<file path="config.mk">
export PLATFORM = sky130hd
export DESIGN_NAME = uart_i2c_usb_sel_ctrl
export DESIGN_NICKNAME = d
export VERILOG_FILES = /design/src/rtl/uart_i2c_usb_pkg.sv /design/src/rtl/uart_i2c_usb_sel_ctrl.sv
export SDC_FILE = /design/constraint.sdc
export NUM_CORES = 1
export LEC_CHECK = 0
export ABC_AREA = 1
export CAP_MARGIN = 30
export CORE_MARGIN = 4
export CORE_UTILIZATION = 58
export DETAILED_ROUTE_END_ITERATION = 12
export HOLD_SLACK_MARGIN = 0.15
export PLACE_DENSITY = 0.83
export SLEW_MARGIN = 5
export SYNTH_ARGS = -nofsm -noshare
export SYNTH_HDL_FRONTEND = slang
export SYNTH_SLANG_ARGS = --single-unit
</file>
<file path="constraint.sdc">
create_clock -name app_clk -period 2 [get_ports app_clk]
set_input_delay 0.2 -clock app_clk [delete_from_list [all_inputs] [get_ports app_clk]]
set_output_delay 0.2 -clock app_clk [all_outputs]
set_load 0.05 [all_outputs]
</file>
<file path="src/rtl/uart_i2c_usb_pkg.sv">
// Select encodings, switch-sequencer states and small helpers shared by the
// UART/I2C/USB select controller and the top-level select mux.
package uart_i2c_usb_pkg;

    localparam int unsigned SEL_W  = 2;
    localparam int unsigned RSTN_W = 3;

    localparam logic [SEL_W-1:0] SEL_UART = 2'b00;
    localparam logic [SEL_W-1:0] SEL_I2C  = 2'b01;
    localparam logic [SEL_W-1:0] SEL_USB  = 2'b10;
    localparam logic [SEL_W-1:0] SEL_ILL  = 2'b11;

    typedef enum logic [2:0] {
        IDLE,
        DRAIN,
        ISOLATE,
        HOLD,
        RELEASE
    } sel_state_t;

    // Released-reset vector {usb, i2c, uart}: only the selected block leaves reset.
    function automatic logic [RSTN_W-1:0] sel_rstn(input logic [SEL_W-1:0] sel);
        logic [RSTN_W-1:0] rstn;
        rstn = '0;
        case (sel)
            SEL_UART: rstn = 3'b001;
            SEL_I2C:  rstn = 3'b010;
            SEL_USB:  rstn = 3'b100;
            default:  rstn = '0;
        endcase
        return rstn;
    endfunction

    function automatic int unsigned max3(input int unsigned a, input int unsigned b,
                                         input int unsigned c);
        int unsigned m;
        m = a;
        if (b > m) m = b;
        if (c > m) m = c;
        return m;
    endfunction

endpackage

</file>
<file path="src/rtl/uart_i2c_usb_sel_ctrl.sv">
// Sequences a change of the shared UART/I2C/USB select: drain the pending register
// access, isolate the pads under reset, switch the select, then release one block.
module uart_i2c_usb_sel_ctrl
    import uart_i2c_usb_pkg::*;
#(
    parameter int unsigned GUARD_CYC    = 16,
    parameter int unsigned RST_HOLD_CYC = 8,
    parameter int unsigned DRAIN_TO     = 255
) (
    input  logic       app_clk,
    input  logic       app_rst,
    input  logic [1:0] sel_req,
    input  logic       reg_cs_in,
    input  logic       reg_ack_in,
    output logic       reg_cs_out,
    output logic       blk_ack,
    output logic [1:0] uart_i2c_usb_sel,
    output logic       pad_hold,
    output logic       uart_rstn,
    output logic       i2c_rstn,
    output logic       usb_rstn,
    output logic       switch_busy,
    output logic       switch_done,
    output logic       sel_err,
    output logic       drain_to_err
);

    localparam int unsigned MAX_CYC = max3(GUARD_CYC, RST_HOLD_CYC, DRAIN_TO);
    localparam int unsigned CNT_W   = $clog2(MAX_CYC + 1);

    localparam logic [CNT_W-1:0] GUARD_LOAD = CNT_W'(GUARD_CYC - 1);
    localparam logic [CNT_W-1:0] HOLD_LOAD  = CNT_W'(RST_HOLD_CYC - 1);
    localparam logic [CNT_W-1:0] DRAIN_LOAD = CNT_W'(DRAIN_TO - 1);
    localparam logic [CNT_W-1:0] CNT_ONE    = CNT_W'(1);

    sel_state_t        state_q;
    logic [CNT_W-1:0]  cnt_q;
    logic [SEL_W-1:0]  cur_sel_q;
    logic [SEL_W-1:0]  sel_tgt_q;
    logic [RSTN_W-1:0] rstn_q;
    logic              inflight_q;
    logic              reg_cs_out_q;
    logic              blk_ack_q;
    logic              pad_hold_q;
    logic              busy_q;
    logic              done_q;
    logic              sel_err_q;
    logic              drain_to_err_q;

    logic              pass_c;
    logic              inflight_c;
    logic              blocked_c;
    logic              cnt_zero_c;

    // pass_c marks the access already handed to a peripheral, including its ack cycle,
    // so the completing access is never mistaken for a new one and refused.
    always_comb begin
        pass_c     = inflight_q | reg_cs_out_q;
        inflight_c = pass_c & ~reg_ack_in;
        cnt_zero_c = (cnt_q == '0);
        blocked_c  = reg_cs_in & (state_q != IDLE) & ~((state_q == DRAIN) & pass_c);
    end

    always_ff @(posedge app_clk) begin
        if (app_rst) begin
            state_q        <= ISOLATE;
            cnt_q          <= GUARD_LOAD;
            cur_sel_q      <= SEL_UART;
            sel_tgt_q      <= SEL_UART;
            rstn_q         <= '0;
            inflight_q     <= 1'b0;
            reg_cs_out_q   <= 1'b0;
            blk_ack_q      <= 1'b0;
            pad_hold_q     <= 1'b1;
            busy_q         <= 1'b1;
            done_q         <= 1'b0;
            sel_err_q      <= 1'b0;
            drain_to_err_q <= 1'b0;
        end else begin
            inflight_q <= inflight_c;
            blk_ack_q  <= blocked_c & ~blk_ack_q;
            done_q     <= 1'b0;

            case (state_q)
                IDLE: begin
                    // cs drops on the ack cycle so the registered copy never outlives the access
                    reg_cs_out_q <= reg_cs_in & ~reg_ack_in;
                    if (sel_req == SEL_ILL) begin
                        sel_err_q <= 1'b1;
                    end else if (sel_req != cur_sel_q) begin
                        sel_tgt_q <= sel_req;
                        state_q   <= DRAIN;
                        cnt_q     <= DRAIN_LOAD;
                        busy_q    <= 1'b1;
                    end
                end

                DRAIN: begin
                    if (!inflight_c || cnt_zero_c) begin
                        if (inflight_c) begin
                            drain_to_err_q <= 1'b1;
                            inflight_q     <= 1'b0;
                        end
                        state_q      <= ISOLATE;
                        cnt_q        <= GUARD_LOAD;
                        reg_cs_out_q <= 1'b0;
                        pad_hold_q   <= 1'b1;
                        rstn_q       <= '0;
                    end else begin
                        reg_cs_out_q <= reg_cs_in;
                        cnt_q        <= cnt_q - CNT_ONE;
                    end
                end

                ISOLATE: begin
                    reg_cs_out_q <= 1'b0;
                    if (cnt_zero_c) begin
                        cur_sel_q <= sel_tgt_q;
                        state_q   <= HOLD;
                        cnt_q     <= HOLD_LOAD;
                    end else begin
                        cnt_q <= cnt_q - CNT_ONE;
                    end
                end

                HOLD: begin
                    reg_cs_out_q <= 1'b0;
                    if (cnt_zero_c) begin
                        state_q <= RELEASE;
                    end else begin
                        cnt_q <= cnt_q - CNT_ONE;
                    end
                end

                RELEASE: begin
                    reg_cs_out_q <= 1'b0;
                    state_q      <= IDLE;
                    rstn_q       <= sel_rstn(cur_sel_q);
                    pad_hold_q   <= 1'b0;
                    busy_q       <= 1'b0;
                    done_q       <= 1'b1;
                end

                default: begin
                    state_q      <= ISOLATE;
                    cnt_q        <= GUARD_LOAD;
                    reg_cs_out_q <= 1'b0;
                    pad_hold_q   <= 1'b1;
                    rstn_q       <= '0;
                    busy_q       <= 1'b1;
                end
            endcase
        end
    end

    assign reg_cs_out       = reg_cs_out_q;
    assign blk_ack          = blk_ack_q;
    assign uart_i2c_usb_sel = cur_sel_q;
    assign pad_hold         = pad_hold_q;
    assign uart_rstn        = rstn_q[0];
    assign i2c_rstn         = rstn_q[1];
    assign usb_rstn         = rstn_q[2];
    assign switch_busy      = busy_q;
    assign switch_done      = done_q;
    assign sel_err          = sel_err_q;
    assign drain_to_err     = drain_to_err_q;

endmodule

</file>
==> metrics.md, run 1 <==
| Metric | Value |
|---|---|
| Placement Cell Area | `1560 sq um` |
| Met3 Track Usage GR | `2.53%` |
| WHS Path Cells | `1` |
| Critical Path RT | `1.80 ns` |
| Drt via density | `around 5.3` |
| Syn avg cell area | `just over 7 sq um` |
| Ant diodes | `0` |
| CP cell instances | `clkdlybuf4s50_1` |
| Synth top area cells | `dfxtp_1, nand2_1, nor2_1` |
| HPWL after DPL | `2.28 mm` |
| Clock-pin slew on the worst setup and hold paths | `0.14 ns` |
| Power per cell area | `538 nW/um^2` |
| Setup violators final | `0` |
| DRC | `0` |
| Ys Warns | `0` |
| Worst r2r path cells | `9` |
| Initial Util | `61.3%` |
| Post-synth top area share | `38.4%` |
| # hold bufs at CTS | `0` |
| Post-Route WL | `2.96 mm` |
| R2r setup slk | `approximately 0.4 ns` |
| PortBufs | `17` |
| Endpoint class of the critical path | `output port` |
| Unrepaired setup endpoints after global routing | `no` |
| Simple-Gate Fraction of Synth Area | `35.4%` |
| Largest net degree at the start of global routing | `17` |
| Rows | `17` |
| Hold wc startpoint | `blk_ack$_SDFF_PP0_` |
| WL/cell | `12.4 um` |
| Die area | `around 3200 sq um` |
| Switching share of power | `23.0%` |
| Vias | `1266` |
| Delay-heaviest family, CP | `buffers and inverters` |
| Clk root buf | `clkbuf_4` |
| Most frequent cells in the layout | `nand2_1, dfxtp_1, nor2_1` |
| CTS H-tree depth | `1` |
| Placed insts | `approximately 240` |
| Comb power frac | `approximately 7.3%` |
| Synth Cell Area | `1360 sq um` |
| Synth Area in Adders | `1.85%` |
| Design area | `1600 sq um` |
| FF/Latch Area | `520 sq um` |
| CP Data Arrival Time | `~1.6 ns` |
| Complex-gate fraction of the synthesized area | `between 10% and 20%` |
| Pleak | `0.708 nW` |
| Starting DRT DRC Count | `64` |
| P&R area growth vs syn | `17.8%` |
| Layout cells sized above 1 | `about 14%` |
| Post-synthesis mux area share | `0%` |
| Peak supply drop | `420 uV` |
| Tmin final | `1.76 ns` |
| Fin nets | `220` |
| Die H | `56.3 um` |
| CTS Buf Count | `3` |
| Hold Slack | `0.438 ns` |
| Yosys top cell by area | `dfxtp_1` |
| Hold worst-path end | `blk_ack$_SDFF_PP0_` |
| Synthesized net count | `199` |
| Max-Cap Viols | `0` |
| FMAX | `569 MHz` |
| Die Wd | `between 50 and 60 um` |
| Max Slew Vio Count | `0` |
| Clock Tree Buf Depth | `2` |
| Clock skew | `0.00845 ns` |
| Switch Pwr | `0.198 mW` |
| Final Non-Filler Cells | `239` |
| Worst Setup SP | `uart_i2c_usb_sel[0]$_SDFFE_PP0P_` |
| GR Layer Usage met2 | `around a third` |
| Routability cong. | `just under 1` |
| Slowest cell on crit path | `clkdlybuf4s50_1` |
| Total core area | `2210 sq um` |
| Element type at the critical path start | `flip-flop` |
| TNS Setup | `0 ns` |
| Fillers | `189` |
| Unique cell type count in the Yosys netlist | `27` |
| Initial antenna violation count | `0` |
| I/O pin count | `18` |
| Detail Route Antenna Nets | `0` |
| #FFs+latches synth | `26` |
| Status | `finished clean` |
| Cells after Synth | `~190` |
| Max stage delay on crit path | `0.84 ns` |
| Multi-input logic area | `731 sq um` |
| Post-CTS Setup Inserts | `0` |
| Internal | `0.661 mW` |
| Initial DRT Pass Iterations | `4` |
| First-pass GRT wire length | `between 5 and 6 mm` |
| Clock sinks | `26` |
| Most common cell after layout, fill and taps aside | `nand2_1` |
| Largest family of logic cells by synthesized area | `simple AND/OR/NAND/NOR gates` |
| Vias in the first global route | `1188` |
| CTS tree | `done` |
| Setup CP Type | `flip-flop to output port` |
| Clock power share | `between 30 and 40%` |
| CTS resizes | `0` |
| Cell count along the critical path | `1` |
| Synth Area in XOR/XNOR | `under 10%` |
| Reg2reg end | `cnt_q[1]$_SDFFE_PP1P_` |
| GR peak layer | `met2` |
| Tcrit/Tclk final | `approximately 88%` |
| Sequential power share | `61.5%` |
| RR Startpoint | `cnt_q[0]$_SDFFE_PP1P_` |
| Buf/Inv on CP | `1` |
| Worst skew pair latency | `0.33 ns` |
| Final hold violations | `0` |
| Met1 Resource Use GR | `approximately a quarter` |
| Total GRT Usage | `20.5%` |
| Worst-path fanout max | `4` |
| Sequential share of the synthesized area | `about two fifths` |
| Slew margin rel. | `65.3%` |
| Slew @ Worst Pin | `around 0.52 ns` |
| GRT overflow | `0` |
| Hold WC Path Type | `flip-flop to flip-flop` |
[through the flow]
stage                     total power [mW]  setup WS [ns]  util (%)
after global routing                 0.902          0.182      72.2
after floorplan                      0.579          0.460         -
after CTS                            0.866          0.233      72.2
after global placement               0.599          0.391      70.5
after detailed placement             0.602          0.322      70.5
final                                0.858          0.243      72.2
[logic make-up (layout without fill, tap and decap cells)]
| family | Yosys count | after routing |
|---|---|---|
| fa+ha+maj | 2 | 2 |
| simple gates | 99 | 99 |
| flops | 26 | 26 |
| buf+inv | 27 | 47 |
| compound gates | 34 | 34 |
| xor+xnor | 3 | 3 |
[state kept, by name, summed over array words and instances (netlist names)]
register / cells
cnt_q: 8
rstn_q: 3
state_q: 3
sel_tgt_q: 2
uart_i2c_usb_sel: 2
blk_ack: 1
drain_to_err: 1
inflight_q: 1
pad_hold: 1
reg_cs_out: 1
sel_err: 1
switch_busy: 1
switch_done: 1
[routing by layer]
metal  vias to the layer above  share of wire [%]
met5                         -                  0
met4                         0                2.5
met3                        10                4.7
met2                        38                 48
met1                       572                 44
li1                        646                  -
[area by class of cell]
cell class,count,area share (%)
inverter,25,6.03
clock buffer,4,2.27
multi-input combinational,138,45.8
tap,28,2.19
timing repair buffer,18,11.1
sequential,26,32.6
[power by group through the flow]
stage	Sequential (mW)	Combinational [mW]	Clock [mW]
floorplan	0.543	0.0368	0
global placement	0.539	0.0599	0
detailed placement	0.540	0.0621	0
CTS	0.528	0.0626	0.275
global route	0.529	0.0697	0.303
finish	0.528	0.0623	0.268
[cell usage after synthesis (all sizes together)]
cell,number
a211oi,1
a21oi,18
clkbuf,2
dfxtp,26
ha,2
inv,25
nand2,56
nand3,11
nand4,2
nor2,26
nor3,2
nor4,2
o211ai,1
o21a,1
o21ai,12
o21bai,1
xor2,3
[how the worst max path moves through the flow]
stage                                       end  slack (ns)
after floorplan           cnt_q[2]$_SDFFE_PP1P_        0.46
after global placement    cnt_q[2]$_SDFFE_PP1P_        0.39
after detailed placement  cnt_q[2]$_SDFFE_PP1P_        0.32
after CTS                   uart_i2c_usb_sel[0]        0.23
after global routing        uart_i2c_usb_sel[1]        0.18
final                       uart_i2c_usb_sel[0]        0.24
Note: power is estimated with default switching activity, not from simulation.
==> run 2: changes to the inputs <==
--- a/config.mk
+++ b/config.mk
@@ -12,6 +12,7 @@
 export DETAILED_ROUTE_END_ITERATION = 12
 export HOLD_SLACK_MARGIN = 0.15
 export PLACE_DENSITY = 0.83
+export SETUP_SLACK_MARGIN = 0.3
 export SLEW_MARGIN = 5
 export SYNTH_ARGS = -nofsm -noshare
 export SYNTH_HDL_FRONTEND = slang
==> run 2 against run 1 <==
First-iteration DRC count shrank 1.6%. Wire length about the same. Design area is 0.78% higher. Combinational power barely moved. Cell count unchanged. Worst setup slack gained 0.21 ns. Total power about the same. Clock power is essentially flat. Highest routed layer unchanged.
==> metrics.md, run 2 (synthesized netlist as in run 1, its figures left out) <==
| Metric | Value |
|---|---|
| Post-Route WL | `2.96 mm (about the same)` |
| Layout cells sized above 1 | `14.2% (unchanged)` |
| Worst skew pair latency | `0.33 ns (about the same)` |
| Hold Slack | `0.432 ns (was 0.438 ns)` |
| Final hold violations | `0 (unchanged)` |
| Pleak | `0.810 nW (was 0.708 nW)` |
| First-pass GRT wire length | `5.22 mm (unchanged)` |
| Most frequent cells in the layout | `nand2_1, dfxtp_1, nor2_1 (unchanged)` |
| CTS H-tree depth | `1 (unchanged)` |
| Clock skew | `0.0101 ns (was 0.00845 ns)` |
| Element type at the critical path start | `flip-flop (unchanged)` |
| CP cell instances | `inv_1 -> ha_1 -> inv_1 -> nor2_4 -> nand4_2 -> nand3_4 -> inv_4 -> nand2_1 -> o211ai_2 (was clkdlybuf4s50_1)` |
| Largest regs | `cnt_q x8, rstn_q x3, state_q x3 (unchanged)` |
| CTS tree | `done (unchanged)` |
| Slew @ Worst Pin | `0.525 ns (was 0.518 ns)` |
| Setup CP Type | `flip-flop to flip-flop (was flip-flop to output port)` |
| FF/Latch Area | `520 sq um (unchanged)` |
| Post-Route Utilization | `72.7% (was 72.2%)` |
| Delay-heaviest family, CP | `simple AND/OR/NAND/NOR gates (was buffers and inverters)` |
| PortBufs | `17 (unchanged)` |
| FMAX | `648 MHz (was 569 MHz)` |
| Largest register FFs | `8 (unchanged)` |
| Multi-input logic area | `736 sq um (was 731 sq um)` |
| Endpoint class of the critical path | `flip-flop (was output port)` |
| I/O pin count | `18 (unchanged)` |
| HPWL after DPL | `2.28 mm (unchanged)` |
| TNS Setup | `0 ns (unchanged)` |
| DRC | `0 (unchanged)` |
| Routability cong. | `0.966 (unchanged)` |
| Worst-path fanout max | `9 (was 4)` |
| Tcrit/Tclk final | `77.2% (was 87.9%)` |
| Detail Route Antenna Nets | `0 (unchanged)` |
| Critical Path RT | `2.22 ns (was 1.80 ns)` |
| Total GRT Usage | `20.5% (unchanged)` |
| Max stage delay on crit path | `0.35 ns (was 0.84 ns)` |
| Fillers | `181 (was 189)` |
| Unrepaired setup endpoints after global routing | `no (unchanged)` |
| Initial Util | `61.3% (unchanged)` |
| Worst r2r path cells | `9 (unchanged)` |
| Buf/Inv on CP | `3 (was 1)` |
| GRT overflow | `0 (unchanged)` |
| Vias | `1270 (was 1266)` |
| Die area | `3170 sq um (unchanged)` |
| CP most frequent cell | `inv_1` |
| Initial DRT Pass Iterations | `4 (unchanged)` |
| Largest Register | `cnt_q (unchanged)` |
| Clock Tree Buf Depth | `2 (unchanged)` |
| # hold bufs at CTS | `0 (unchanged)` |
| Status | `finished clean (unchanged)` |
| Placement Cell Area | `1560 sq um (unchanged)` |
| P&R area growth vs syn | `18.7% (was 17.8%)` |
| Design area | `1610 sq um (was 1600 sq um)` |
| Cell count along the critical path | `9 (was 1)` |
| Starting DRT DRC Count | `63 (was 64)` |
| Peak supply drop | `421 uV (was 420 uV)` |
| Fin nets | `220 (unchanged)` |
| Clock-pin slew on the worst setup and hold paths | `0.14 ns (about the same)` |
| Die Wd | `56.3 um (unchanged)` |
| Most common cell after layout, fill and taps aside | `nand2_1 (unchanged)` |
| CTS Buf Count | `3 (unchanged)` |
| Power per cell area | `533 nW/um^2 (was 538 nW/um^2)` |
| Setup violators final | `0 (unchanged)` |
| WL/cell | `12.4 um (about the same)` |
| Ant diodes | `0 (unchanged)` |
| Slowest cell on crit path | `dfxtp_1 (was clkdlybuf4s50_1)` |
| Total core area | `2210 sq um (unchanged)` |
| Max Slew Vio Count | `0 (unchanged)` |
| Slew margin rel. | `65.1% (was 65.3%)` |
| Die H | `56.3 um (unchanged)` |
| Largest net degree at the start of global routing | `17 (unchanged)` |
| Hold WC Path Type | `flip-flop to flip-flop (unchanged)` |
| Drt via density | `5.31 (was 5.30)` |
| Initial antenna violation count | `0 (unchanged)` |
| Vias in the first global route | `1188 (unchanged)` |
| Clk root buf | `clkbuf_4 (unchanged)` |
| Post-CTS Setup Inserts | `0 (unchanged)` |
| WHS Path Cells | `1 (unchanged)` |
| Clock sinks | `26 (unchanged)` |
| Tmin final | `1.54 ns (was 1.76 ns)` |
| Rows | `17 (unchanged)` |
| Max-Cap Viols | `0 (unchanged)` |
| CP Data Arrival Time | `1.77 ns (was 1.56 ns)` |
-- run 2: cell types whose count changed in the layout (fill, tap and decap cells not counted) --
cell | previous run | this run
nor2_4 | 3 | 4
dlymetal6s2s_1 | 0 | 6
dlygate4sd2_1 | 0 | 6
clkdlybuf4s50_1 | 17 | 5
nor2_2 | 2 | 1
-- run 2: through the flow --
stage	setup WS (ns)	cells	total power [mW]
final	0.456	239	0.858
after global routing	0.338	239	0.902
after CTS	0.302	239	0.865
after detailed placement	0.322	235	0.602
after global placement	0.391	235	0.599
after floorplan	0.460	191	0.579
-- run 2: power breakdown --
part           leakage (nW)  internal, mW  total, mW  switching, mW
Clock                0.0210         0.111      0.267          0.156
Combinational         0.579        0.0244     0.0624         0.0380
Sequential            0.210         0.524      0.528        0.00381
-- run 2: final timing paths --
check	end	from	slack [ns]
worst max-delay path	cnt_q[1]$_SDFFE_PP1P_	cnt_q[0]$_SDFFE_PP1P_	0.46
worst min-delay path	blk_ack$_SDFF_PP0_	blk_ack$_SDFF_PP0_	0.43
worst max register to register	cnt_q[1]$_SDFFE_PP1P_	cnt_q[0]$_SDFFE_PP1P_	0.46
worst min register to register	blk_ack$_SDFF_PP0_	blk_ack$_SDFF_PP0_	0.43
-- run 2: repair_timing --
action,CTS,global route
setup endpoints to repair,6,8
cloned,0,0
resized for setup,6,7
-- run 2: area by class of cell --
cell class,instances,area share [%]
clock buffers,4,2.26
inverters,25,5.99
multi-input cells,138,45.7
flip-flops and latches,26,32.3
well taps,28,2.18
repair buffers,18,11.5
-- run 2: layer usage --
layer  global-route usage [%]  vias to the layer above  routed length (um)
met1                     26.3                      575                1280
li1                         -                      647                   -
met5                        0                        -                   0
met2                     33.7                       40                1460
met4                     9.83                        0                  56
met3                     2.53                        8                 162
-- run 2: worst register-to-register path: cells and delay by family (launching register included) --
| kind | cells | cell delay [ns] |
|---|---|---|
| fa+ha+maj | 1 | 0.17 |
| buf+inv | 3 | 0.26 |
| simple gates | 4 | 0.58 |
| compound gates | 1 | 0.07 |
| flops | 1 | 0.35 |
